--- config.mk ---
export PLATFORM = sky130hd
export DESIGN_NAME = bip_report_tx
export DESIGN_NICKNAME = d
export VERILOG_FILES = /design/src/rtl/bip_report_tx.sv
export SDC_FILE = /design/constraint.sdc
export NUM_CORES = 1
export LEC_CHECK = 0
export BUFFER_PORTS_ARGS = -buffer_cell sky130_fd_sc_hd__buf_2
export CAP_MARGIN = 20
export CORE_ASPECT_RATIO = 0.7
export CORE_MARGIN = 2
export CORE_UTILIZATION = 35
export DETAILED_ROUTE_END_ITERATION = 16
export MAX_ROUTING_LAYER = met4
export SYNTH_ARGS = -nofsm -noshare
export SYNTH_HDL_FRONTEND = slang
export SYNTH_SLANG_ARGS = --single-unit
--- constraint.sdc ---
create_clock -name clk -period 2.55 [get_ports clk]
set_input_delay 0.3825 -clock clk [delete_from_list [all_inputs] [get_ports clk]]
set_output_delay 0.3825 -clock clk [all_outputs]
set_load 0.05 [all_outputs]
--- src/rtl/bip_report_tx.sv ---
// Result-reporting serialiser for the BIP core: on a rising edge of i_done, frames the count and accumulator as bytes for a UART TX.
// Optional trailing XOR checksum byte is enabled by defining BIP_REPORT_CHECKSUM_EN.
module bip_report_tx #(
  parameter int         ACC_WIDTH   = 16,
  parameter int         COUNT_WIDTH = 8,
  parameter logic [7:0] HEADER_BYTE = 8'hA5
) (
  input  logic                   clk,
  input  logic                   rst,
  input  logic                   i_done,
  input  logic [ACC_WIDTH-1:0]   i_accumulator,
  input  logic [COUNT_WIDTH-1:0] i_inst_count,
  input  logic                   i_tx_done,
  output logic                   o_tx_start,
  output logic [7:0]             o_tx_data,
  output logic                   o_busy,
  output logic                   o_frame_done,
  output logic                   o_overrun
);

  localparam int N_ACC   = (ACC_WIDTH + 7) / 8;
  localparam int N_CNT   = (COUNT_WIDTH + 7) / 8;
`ifdef BIP_REPORT_CHECKSUM_EN
  localparam int N_CHK   = 1;
`else
  localparam int N_CHK   = 0;
`endif
  localparam int N_BYTES = 1 + N_CNT + N_ACC + N_CHK;
  localparam int IDX_W   = $clog2(N_BYTES + 1);
  localparam int ACC_BW  = 8 * N_ACC;
  localparam int CNT_BW  = 8 * N_CNT;
  localparam int FRAME_W = 8 * N_BYTES;
  localparam logic [IDX_W-1:0] LAST_IDX = IDX_W'(N_BYTES - 1);

  typedef enum logic [1:0] {ST_IDLE, ST_SEND, ST_WAIT, ST_DONE} state_t;

  state_t             state_q, state_d;
  logic               done_q;
  logic               trig;
  logic               capture;
  logic [CNT_BW-1:0]  cnt_p0;
  logic [ACC_BW-1:0]  acc_p0;
  logic [IDX_W-1:0]   idx_q, idx_d;
  logic               vld_p1, vld_d;
  logic [7:0]         tx_data_p1, tx_data_d;
  logic               busy_q, busy_d;
  logic               fdone_q, fdone_d;
  logic               overrun_q, overrun_d;
  logic [FRAME_W-1:0] frame_vec;

  // Byte 0 is the leftmost (header) byte of the flattened frame.
  function automatic logic [7:0] frame_byte(input logic [FRAME_W-1:0] f,
                                            input logic [IDX_W-1:0]   idx);
    logic [FRAME_W-1:0] sh;
    sh = f >> (8 * (N_BYTES - 1 - int'(idx)));
    return sh[7:0];
  endfunction

`ifdef BIP_REPORT_CHECKSUM_EN
  function automatic logic [7:0] checksum(input logic [CNT_BW-1:0] c,
                                          input logic [ACC_BW-1:0] a);
    logic [7:0] x;
    x = '0;
    for (int i = 0; i < N_CNT; i++) x = x ^ c[8*i +: 8];
    for (int i = 0; i < N_ACC; i++) x = x ^ a[8*i +: 8];
    return x;
  endfunction

  assign frame_vec = {HEADER_BYTE, cnt_p0, acc_p0, checksum(cnt_p0, acc_p0)};
`else
  assign frame_vec = {HEADER_BYTE, cnt_p0, acc_p0};
`endif

  assign trig = i_done & ~done_q;

  always_comb begin
    state_d   = state_q;
    idx_d     = idx_q;
    vld_d     = 1'b0;
    tx_data_d = tx_data_p1;
    busy_d    = busy_q;
    fdone_d   = 1'b0;
    capture   = 1'b0;
    // Any edge outside IDLE (including the DONE cycle) is lost and flagged.
    overrun_d = overrun_q | (trig & (state_q != ST_IDLE));
    case (state_q)
      ST_IDLE: begin
        if (trig) begin
          capture   = 1'b1;
          idx_d     = '0;
          busy_d    = 1'b1;
          vld_d     = 1'b1;
          tx_data_d = HEADER_BYTE;
          state_d   = ST_SEND;
        end
      end
      ST_SEND: state_d = ST_WAIT;
      ST_WAIT: begin
        if (i_tx_done) begin
          if (idx_q == LAST_IDX) begin
            fdone_d = 1'b1;
            busy_d  = 1'b0;
            state_d = ST_DONE;
          end else begin
            idx_d     = idx_q + 1'b1;
            vld_d     = 1'b1;
            tx_data_d = frame_byte(frame_vec, idx_q + 1'b1);
            state_d   = ST_SEND;
          end
        end
      end
      ST_DONE: state_d = ST_IDLE;
      default: state_d = ST_IDLE;
    endcase
  end

  // Capture stage: frame fields latched once per accepted trigger.
  always_ff @(posedge clk or posedge rst) begin
    if (rst) begin
      cnt_p0 <= '0;
      acc_p0 <= '0;
    end else if (capture) begin
      cnt_p0 <= CNT_BW'(i_inst_count);
      acc_p0 <= ACC_BW'(i_accumulator);
    end
  end

  // Output stage: control and registered byte/valid toward the UART.
  always_ff @(posedge clk or posedge rst) begin
    if (rst) begin
      state_q    <= ST_IDLE;
      done_q     <= 1'b0;
      idx_q      <= '0;
      vld_p1     <= 1'b0;
      tx_data_p1 <= '0;
      busy_q     <= 1'b0;
      fdone_q    <= 1'b0;
      overrun_q  <= 1'b0;
    end else begin
      state_q    <= state_d;
      done_q     <= i_done;
      idx_q      <= idx_d;
      vld_p1     <= vld_d;
      tx_data_p1 <= tx_data_d;
      busy_q     <= busy_d;
      fdone_q    <= fdone_d;
      overrun_q  <= overrun_d;
    end
  end

  assign o_tx_start   = vld_p1;
  assign o_tx_data    = tx_data_p1;
  assign o_busy       = busy_q;
  assign o_frame_done = fdone_q;
  assign o_overrun    = overrun_q;

endmodule

==> run_results.csv, run 1 <==
group,metric,value,unit
layout,seqCellArea,0.00105,mm^2
sta,rsz0062_at_grt,"false",
placement,placed_cells,247,
synth,synth_ff_type,"dfrtp_1",
synth,synthMuxAreaShare,20.7,%
die,die_area,0.00594,mm^2
global_route,grt_overflow,0,
clock_network,ctsResizeCount,0,
layout,antenna_cells,0,
synth,ys_seq_area_share,56.3,%
synth,syn_nets,169,
pwr,power.density,1220,mW/mm^2
sta,finalCritPeriodShare,69.8,%
pwr,leakage,0.00102,uW
synth,synth_top_family_by_area,"multiplexers",
layout,fin_area,0.00223,mm^2
sta,setup-violations-final,0,
clock_network,cts.clk_slew.worst_paths,0.08,ns
min_path,hold_path_class,"in2async",
placement,portBuffers,39,
layout,multi_input_area,751,um^2
worst_setup_path,endpoint_kind,"register",
synth,ys_async_sr_fraction,100,%
clock_network,cts-root-buf,"clkbuf_8",
sta,slew_viol_final,0,
synth,synth-adder-area-share,1.34,%
synth,synth-edff-count,0,
layout,nFillCells,486,
die,start_util,35.9,%
routing,totalWireLength,3750,um
placement,dpl_cell_area,0.00213,mm^2
synth,synthCells,139,
synth,synthXorXnorAreaFrac,0.469,%
clock_network,cts_setup_buffers,0,
placement,hpwl,2830,um
sta,max_freq,562,MHz
routing,viasPerCell,4.78,
sta,skew,0.00711,ns
synth,synth-simple-area-share,7.31,%
run_status,status,"finished, final reports clean",
die,io_pins,40,
placement,pre_cts_slack,0.741,ns
global_route,grt_usage,14.5,%
routing,first_pass_iters,4,
layout,drive_gt1_share,43.2,%
layout,area_delta_synth_final,19.5,%
global_route,grt_pass1_vias,1344,
routing,first_iter_violations,43,
worst_setup_path,crit_required,2.73,ns
die,core,0.00520,mm^2
synth,yosysWarnings,0,
layout,final-instance-count-excl-fill,255,
global_route,grt_pass1_wl,6520,um
clock_network,clockBufferDepth,2,
layout,fin_nets,212,
clock_network,tritoncts,"done",
global_route,grt_max_degree,43,
flow_run,cap_violations,0,
routing,drc,0,
die,rows,22,
sta,fin_tns_setup,0,ns
synth,synth_area,0.00187,mm^2
synth,synth_cell_types,33,
worst_setup_path,start_kind,"register",
global_route,antenna_found_initial,0,
routing,antenna_left,0,
clock_network,h-tree-depth,2,
clock_network,hold_buffers,0,
die,die_w,91.3,um
sta,hold_viol_final,0,
placement,gp_congestion,0.853,
worst_setup_path,critical_path_class,"reg2reg",
synth,synth_compound_area_share,9.99,%
clock_network,clk_latency,0.29,ns
worst_setup_path,cp_max_fo,17,
die,dieHeight,65.1,um
worst_setup_path,worstPathArrival,1.96,ns
sta,fin_ws,0.771,ns
clock_network,cts_buffers,5,
pwr,irDropWorstVdd,0.371,mV
routing,wire_per_inst,14.7,um
sta,worst_pin_slew,0.593,ns
clock_network,clock_sinks,42,
sta,finalCriticalPeriod,1.78,ns
synth,ys_ff_latch,42,
synth,syn-mean-instance-area,13.4,um^2
sta,slew_headroom,60.5,%
routing,vias,1218,
## routing by layer
metal,vias to the layer above,part of all wire (%),GRT usage [%]
met5,-,0,-
met4,0,0.67,3.22
met3,4,4.1,3.95
met2,27,47,23.9
met1,597,48,18.2
li1,590,-,-
## area by class of cell
cell class / count / area share [%]
Clock buffer: 6 / 3.70
Clock inverter: 2 / 0.561
Sequential cell: 42 / 47.1
Timing Repair Buffer: 43 / 10.1
Tap cell: 72 / 4.04
Inverter: 4 / 0.786
Multi-Input combinational cell: 86 / 33.7
## flip-flops by register name (all words and copies together), names as in the netlist
register	flops
o_tx_data	8
idx_q	3
done_q	1
acc_p0	16
o_overrun	1
state_q	2
cnt_p0	8
o_busy	1
o_tx_start	1
o_frame_done	1
## per-stage QoR
| step | utilization (%) | hold WS (ns) | power, uW |
|---|---|---|---|
| 3_5_place_dp | 41.0 | 0.484 | 2320 |
| 5_1_grt | 42.9 | 0.228 | 2920 |
| 3_3_place_gp | 41.0 | 0.461 | 2250 |
| 2_1_floorplan | - | 0.414 | 2030 |
| 4_1_cts | 42.9 | 0.225 | 2760 |
| 6_report | 42.9 | 0.211 | 2720 |
## worst max-delay path, stage by stage (launching register included)
cell and delay, ns:
dfrtp_1 0.41, ha_1 0.68, mux2i_1 0.26, o21ai_0 0.11
a22o_1 0.21
## where the power goes
part / internal (uW) / total, uW / switching (uW) / leakage, uW
clock network: 218 / 441 / 223 / 0.0000472
registers: 948 / 1130 / 179 / 0.000500
logic: 506 / 1160 / 651 / 0.000472
total: 1670 / 2720 / 1050 / 0.00102
## final timing paths
path | depth (start not counted) | slack [ns] | endpoint | from
max | 4 | 0.77 | o_tx_data[3] | idx_q[0]
min | 3 | 0.21 | o_tx_data[1] | rst
max reg2reg | 4 | 0.77 | o_tx_data[3] | idx_q[0]
min reg2reg | 1 | 0.49 | o_overrun | o_overrun
max in group asynchronous | 3 | 1.98 | idx_q[0] | rst
min in group clk | 1 | 0.23 | done_q | i_done
## kinds of logic (layout without fill, tap and decap cells)
logic type,Yosys count,after routing
multiplexers,35,35
AO/OA/AOI/OAI,24,24
adder cells (fa/ha/maj),2,2
flip-flops,42,42
XOR/XNOR,1,1
AND/OR/NAND/NOR,24,24
buffers and inverters,11,55
## Yosys cell counts (all sizes together) (3+ instances only)
cell type | instances | area share (%)
nor2 | 5 | 1.0
dfrtp | 42 | 56
a22o | 4 | 1.9
nor3 | 4 | 1.1
mux2 | 25 | 15
mux2i | 10 | 5.4
buf | 6 | 2.7
a211oi | 4 | 1.6
inv | 4 | 0.94
nand2b | 4 | 1.3
o21ai | 4 | 1.1
a21oi | 3 | 0.80
nand3 | 4 | 1.1
o22a | 4 | 1.9
## cells in the final DEF (no fill, tap or decap)
cell / count
dfrtp_1: 42
buf_2: 39
mux2_2: 24
mux2i_1: 10
clkbuf_8: 6
nor2_1: 5
nand2b_1: 4
nor3_1: 4
a211oi_1: 4
o22a_1: 4
nand3_1: 4
o21ai_0: 4
a22o_1: 4
buf_4: 4
inv_1: 3
a21oi_1: 3
nand2_1: 2
ha_1: 2
nor4b_4: 1
or2b_1: 1
a21o_1: 1
and3b_1: 1
o22ai_4: 1
inv_4: 1
xor2_1: 1
or3_1: 1
nand3b_1: 1
o21bai_1: 1
o22ai_1: 1
a32o_1: 1
mux2_4: 1
clkinvlp_4: 1
clkinv_2: 1
Power figures use the tool's default switching activity.
==> run 2: changes to the inputs <==
Clock period 2.55 ns to 1.5 ns, I/O delays scaled along.
==> run 2 against run 1 <==
Routed wire length rose by 3.7%. Sequential power increased by 71%. Cell count up 4.7%. Global-route usage increased by 0.43 points.
==> run_results.csv, run 2 (synthesis results as in run 1) <==
group,metric,value,unit
clock_network,cts.clk_slew.worst_paths,0.07,ns
layout,final_cell_mix,"dfrtp_1 (41), buf_2 (39), mux2_4 (13)",
clock_network,clockBufferDepth,2,
routing,wire_per_inst,14.6,um
routing,first_iter_violations,58,
routing,viasPerCell,4.81,
worst_setup_path,critical_path_class,"reg2reg",
layout,fin_nets,225,
routing,totalWireLength,3890,um
worst_setup_path,cp_max_fo,14,
sta,fin_ws,0.0163,ns
worst_setup_path,worst_r2r_startpoint,"done_q",
global_route,antenna_found_initial,0,
flow_run,cap_violations,0,
die,dieHeight,65.1,um
sta,finalCritPeriodShare,98.9,%
placement,hpwl,2850,um
clock_network,tritoncts,"done",
global_route,grt_overflow,0,
pwr,power.density,2070,mW/mm^2
global_route,grt_max_degree,43,
worst_setup_path,crit_path_start,"done_q",
sta,slew_viol_final,0,
pwr,leakage,0.00113,uW
layout,nFillCells,471,
worst_setup_path,crit_required,1.67,ns
worst_setup_path,start_kind,"register",
die,die_w,91.3,um
routing,vias,1285,
clock_network,clk_latency,0.29,ns
worst_setup_path,worstPathArrival,1.66,ns
clock_network,h-tree-depth,2,
sta,finalCriticalPeriod,1.48,ns
pwr,irDropWorstVdd,0.867,mV
worst_setup_path,endpoint_kind,"register",
routing,first_pass_iters,4,
global_route,grt_pass1_wl,6630,um
routing,drc,0,
layout,largest_reg_flops,16,
routing,antenna_left,0,
sta,hold_viol_final,0,
layout,mostFrequentLayoutCell,"dfrtp_1",
min_path,hold_path_class,"in2async",
sta,holdWs,0.0520,ns
clock_network,clock_sinks,42,
placement,pre_cts_slack,-0.0716,ns
layout,antenna_cells,0,
sta,rsz0062_at_grt,"true",
run_status,status,"finished, final reports clean",
die,start_util,35.9,%
global_route,grt_usage,15.0,%
sta,max_freq,674,MHz
sta,slew_headroom,64.6,%
sta,skew,0.00485,ns
clock_network,cts-root-buf,"clkbuf_8",
die,die_area,0.00594,mm^2
layout,drive_gt1_share,50.3,%
layout,largest-register,"acc_p0",
sta,setup-violations-final,0,
placement,gp_congestion,0.787,
die,io_pins,40,
global_route,grt_pass1_vias,1385,
die,core,0.00520,mm^2
die,rows,22,
sta,worst_pin_slew,0.531,ns
layout,area_delta_synth_final,32.5,%
placement,portBuffers,39,
clock_network,cts_buffers,5,
-- run 2: cell types whose count changed in the layout (fill, tap and decap cells not counted), moves of 3 or more --
cell	previous run	this run
mux2_2	24	12
mux2_4	1	13
buf_4	4	10
buf_6	0	4
buf_12	0	3
-- run 2: what timing repair did --
item	CTS	global route
pin swaps	1	2
setup buffers	1	1
endpoints found under the setup margin	32	33
resized for setup	5	23
hold buffers	0	0
-- run 2: path summary, 6_finish.rpt --
check                            end  slack [ns]  depth (start not counted)
setup / recovery           cnt_p0[3]        0.02                          4
min in group clk              done_q        0.07                          1
max in group asynchronous   idx_q[0]        1.06                          3
hold reg to reg            o_overrun        0.48                          1
setup reg to reg           cnt_p0[3]        0.02                          4
hold / removal             cnt_p0[4]        0.05                          3
-- run 2: report_power, final --
part | internal (uW) | leakage (uW) | switching, uW
sequential | 1620 | 0.000499 | 316
clock | 321 | 0.0000383 | 360
combinational | 1260 | 0.000595 | 1240
-- run 2: per-layer routing --
layer  share of wire, %  GRT usage (%)
met5                  0              -
met4                1.1           5.11
met3                3.8           3.84
met2                 50           24.6
met1                 45           18.2
-- run 2: critical path, cell delays in order, from the launching register on --
cell and delay (ns):
dfrtp_1 0.41, nor4b_4 0.29, buf_6 0.17, buf_12 0.15, mux2_2 0.34
-- run 2: per-stage QoR --
stage	power [uW]	util (%)	setup TNS, ns	cells	cell area [um^2]
2_1_floorplan	3460	-	0	139	1870
3_3_place_gp	4050	43.3	-0.0808	258	2250
3_5_place_dp	4150	43.3	-0.443	258	2250
4_1_cts	4910	45.5	-0.00407	266	2370
5_1_grt	5490	47.5	-0.742	267	2470
6_report	5120	47.5	0	267	2470
-- run 2: cell type report --
| cell class | instances | area (um^2) | share of cell area [%] |
|---|---|---|---|
| clock buffers | 7 | 76.3 | 3.09 |
| inverters | 4 | 17.5 | 0.709 |
| multi-input cells | 86 | 860 | 34.8 |
| flip-flops and latches | 42 | 1050 | 42.6 |
| well taps | 72 | 90.1 | 3.65 |
| repair buffers | 56 | 375 | 15.2 |
==> run 3: changes to the inputs <==
Settings changed: PLACE_DENSITY from default to 0.58.
==> run 3 against run 2 <==
Critical path depth is the same. Global-route usage is essentially flat. Flip-flop and latch count is the same. Sequential share of layout area grew 0.92 points. Via count grew 0.54%. Critical path type unchanged. Critical endpoint is now acc_p0[4]. Largest cell class unchanged. Largest power group unchanged.
==> run_results.csv, run 3 (synthesis results as in run 1) <==
group,metric,value,unit
run_status,status,"finished, final reports clean",
sta,rsz0062_at_grt,"true",
clock_network,h-tree-depth,2,
routing,totalWireLength,3890,um
pwr,leakage,0.00109,uW
sta,finalCritPeriodShare,100,%
sta,slew_headroom,65.1,%
pwr,irDropWorstVdd,0.634,mV
layout,multi_input_area,810,um^2
clock_network,cts_buffers,5,
global_route,grt_pass1_vias,1452,
pwr,power,5180,uW
placement,gp_congestion,0.751,
placement,portBuffers,39,
worst_setup_path,crit_required,1.68,ns
layout,area_delta_synth_final,30.0,%
layout,fin_area,0.00242,mm^2
die,io_pins,40,
placement,hpwl,2850,um
layout,largest_reg_flops,16,
layout,final_util,46.6,%
global_route,antenna_found_initial,0,
flow_run,cap_violations,0,
placement,placed_cells,256,
global_route,grt_max_degree,43,
routing,drc,0,
sta,worst_pin_slew,0.523,ns
clock_network,hold_buffers,0,
layout,final_cell_mix,"dfrtp_1 (39), buf_2 (39), mux2_2 (24)",
worst_setup_path,endpoint_kind,"register",
routing,first_pass_iters,4,
clock_network,tritoncts,"done",
worst_setup_path,critical_path_class,"reg2reg",
layout,drive_gt1_share,52.6,%
worst_setup_path,worstPathArrival,1.68,ns
sta,skew,0.00380,ns
min_path,hold_path_class,"in2async",
layout,final-instance-count-excl-fill,266,
layout,fin_nets,223,
placement,dpl_cell_area,0.00223,mm^2
routing,antenna_left,0,
clock_network,clockBufferDepth,2,
layout,antenna_cells,0,
placement,pre_cts_slack,-0.115,ns
die,rows,22,
global_route,grt_overflow,0,
pwr,sw_frac_of_total,37.2,%
sta,setup-violations-final,0,
worst_setup_path,start_kind,"register",
pwr,power.density,2140,mW/mm^2
routing,vias,1292,
sta,slew_viol_final,0,
pwr,seqPwrFrac,37.5,%
pwr,p_int,3250,uW
layout,nFillCells,481,
die,die_w,91.3,um
global_route,grt_pass1_wl,6620,um
layout,seqCellArea,0.00105,mm^2
die,core,0.00520,mm^2
pwr,clkPwrFrac,16.9,%
routing,first_iter_violations,26,
worst_setup_path,r2r_slack,0.0002,ns
clock_network,clock_sinks,42,
layout,largest-register,"acc_p0",
pwr,comb_power_share,45.6,%
die,start_util,35.9,%
pwr,switchingPower,1930,uW
die,die_area,0.00594,mm^2
worst_setup_path,cp_max_fo,14,
worst_setup_path,r2r-end,"acc_p0[4]",
die,dieHeight,65.1,um
worst_setup_path,reg2reg_depth,4,
clock_network,cts-root-buf,"clkbuf_8",
worst_setup_path,worst_r2r_startpoint,"state_q[0]",
sta,fin_ws,0.000173,ns
sta,max_freq,667,MHz
clock_network,clk_latency,0.29,ns
sta,finalCriticalPeriod,1.50,ns
routing,wire_per_inst,14.6,um
sta,hold_viol_final,0,
routing,viasPerCell,4.86,
clock_network,cts.clk_slew.worst_paths,0.08,ns
global_route,grt_usage,14.9,%
## run 3: worst max-delay path by stage
stage | from | to | cells past startpoint
after floorplan | state_q[1] | idx_q[1] | 5
after global placement | idx_q[0] | o_tx_data[4] | 4
after detailed placement | idx_q[0] | o_tx_data[1] | 4
after CTS | state_q[0] | cnt_p0[4] | 4
after global routing | state_q[0] | acc_p0[6] | 4
final | state_q[0] | acc_p0[4] | 4
## run 3: final cells by class
cell class	instances	share of cell area, %
Sequential cell	42	43.5
Multi-Input combinational cell	86	33.4
Timing Repair Buffer	54	14.2
Tap cell	72	3.72
Clock buffer	5	2.84
Clock inverter	3	1.65
Inverter	4	0.722
## run 3: power by group through the flow
stage / Sequential [uW] / Clock, uW / Combinational [uW]
4_1_cts: 1930 / 899 / 2250
3_3_place_gp: 1920 / 0 / 2060
3_5_place_dp: 1940 / 0 / 2160
6_report: 1940 / 877 / 2360
2_1_floorplan: 2180 / 0 / 1280
5_1_grt: 2000 / 956 / 2550
## run 3: per-layer routing
layer / track usage (%) / share of wire (%) / vias to the layer above
li1: - / - / 609
met1: 16.7 / 44 / 654
met4: 6.25 / 1.4 / 0
met3: 4.07 / 3.4 / 7
met5: - / 0 / -
met2: 25.7 / 51 / 22
## run 3: critical path, stage by stage (launching register included)
cell and delay [ns]:
dfrtp_2 0.45, nor4b_4 0.27, buf_6 0.17, buf_12 0.14, mux2_2 0.34
## run 3: metrics by stage
step	hold WS, ns	setup TNS [ns]
global route	0.0595	-0.650
global placement	0.367	-0.168
finish	0.0541	0
detailed placement	0.369	-0.900
CTS	0.0670	-0.00686
floorplan	0.256	0
## run 3: repair_timing
action | in CTS | in global routing
endpoints found under the setup margin | 33 | 35
setup buffers | 1 | 1
pin swaps | 3 | 3
gates resized for setup | 7 | 12
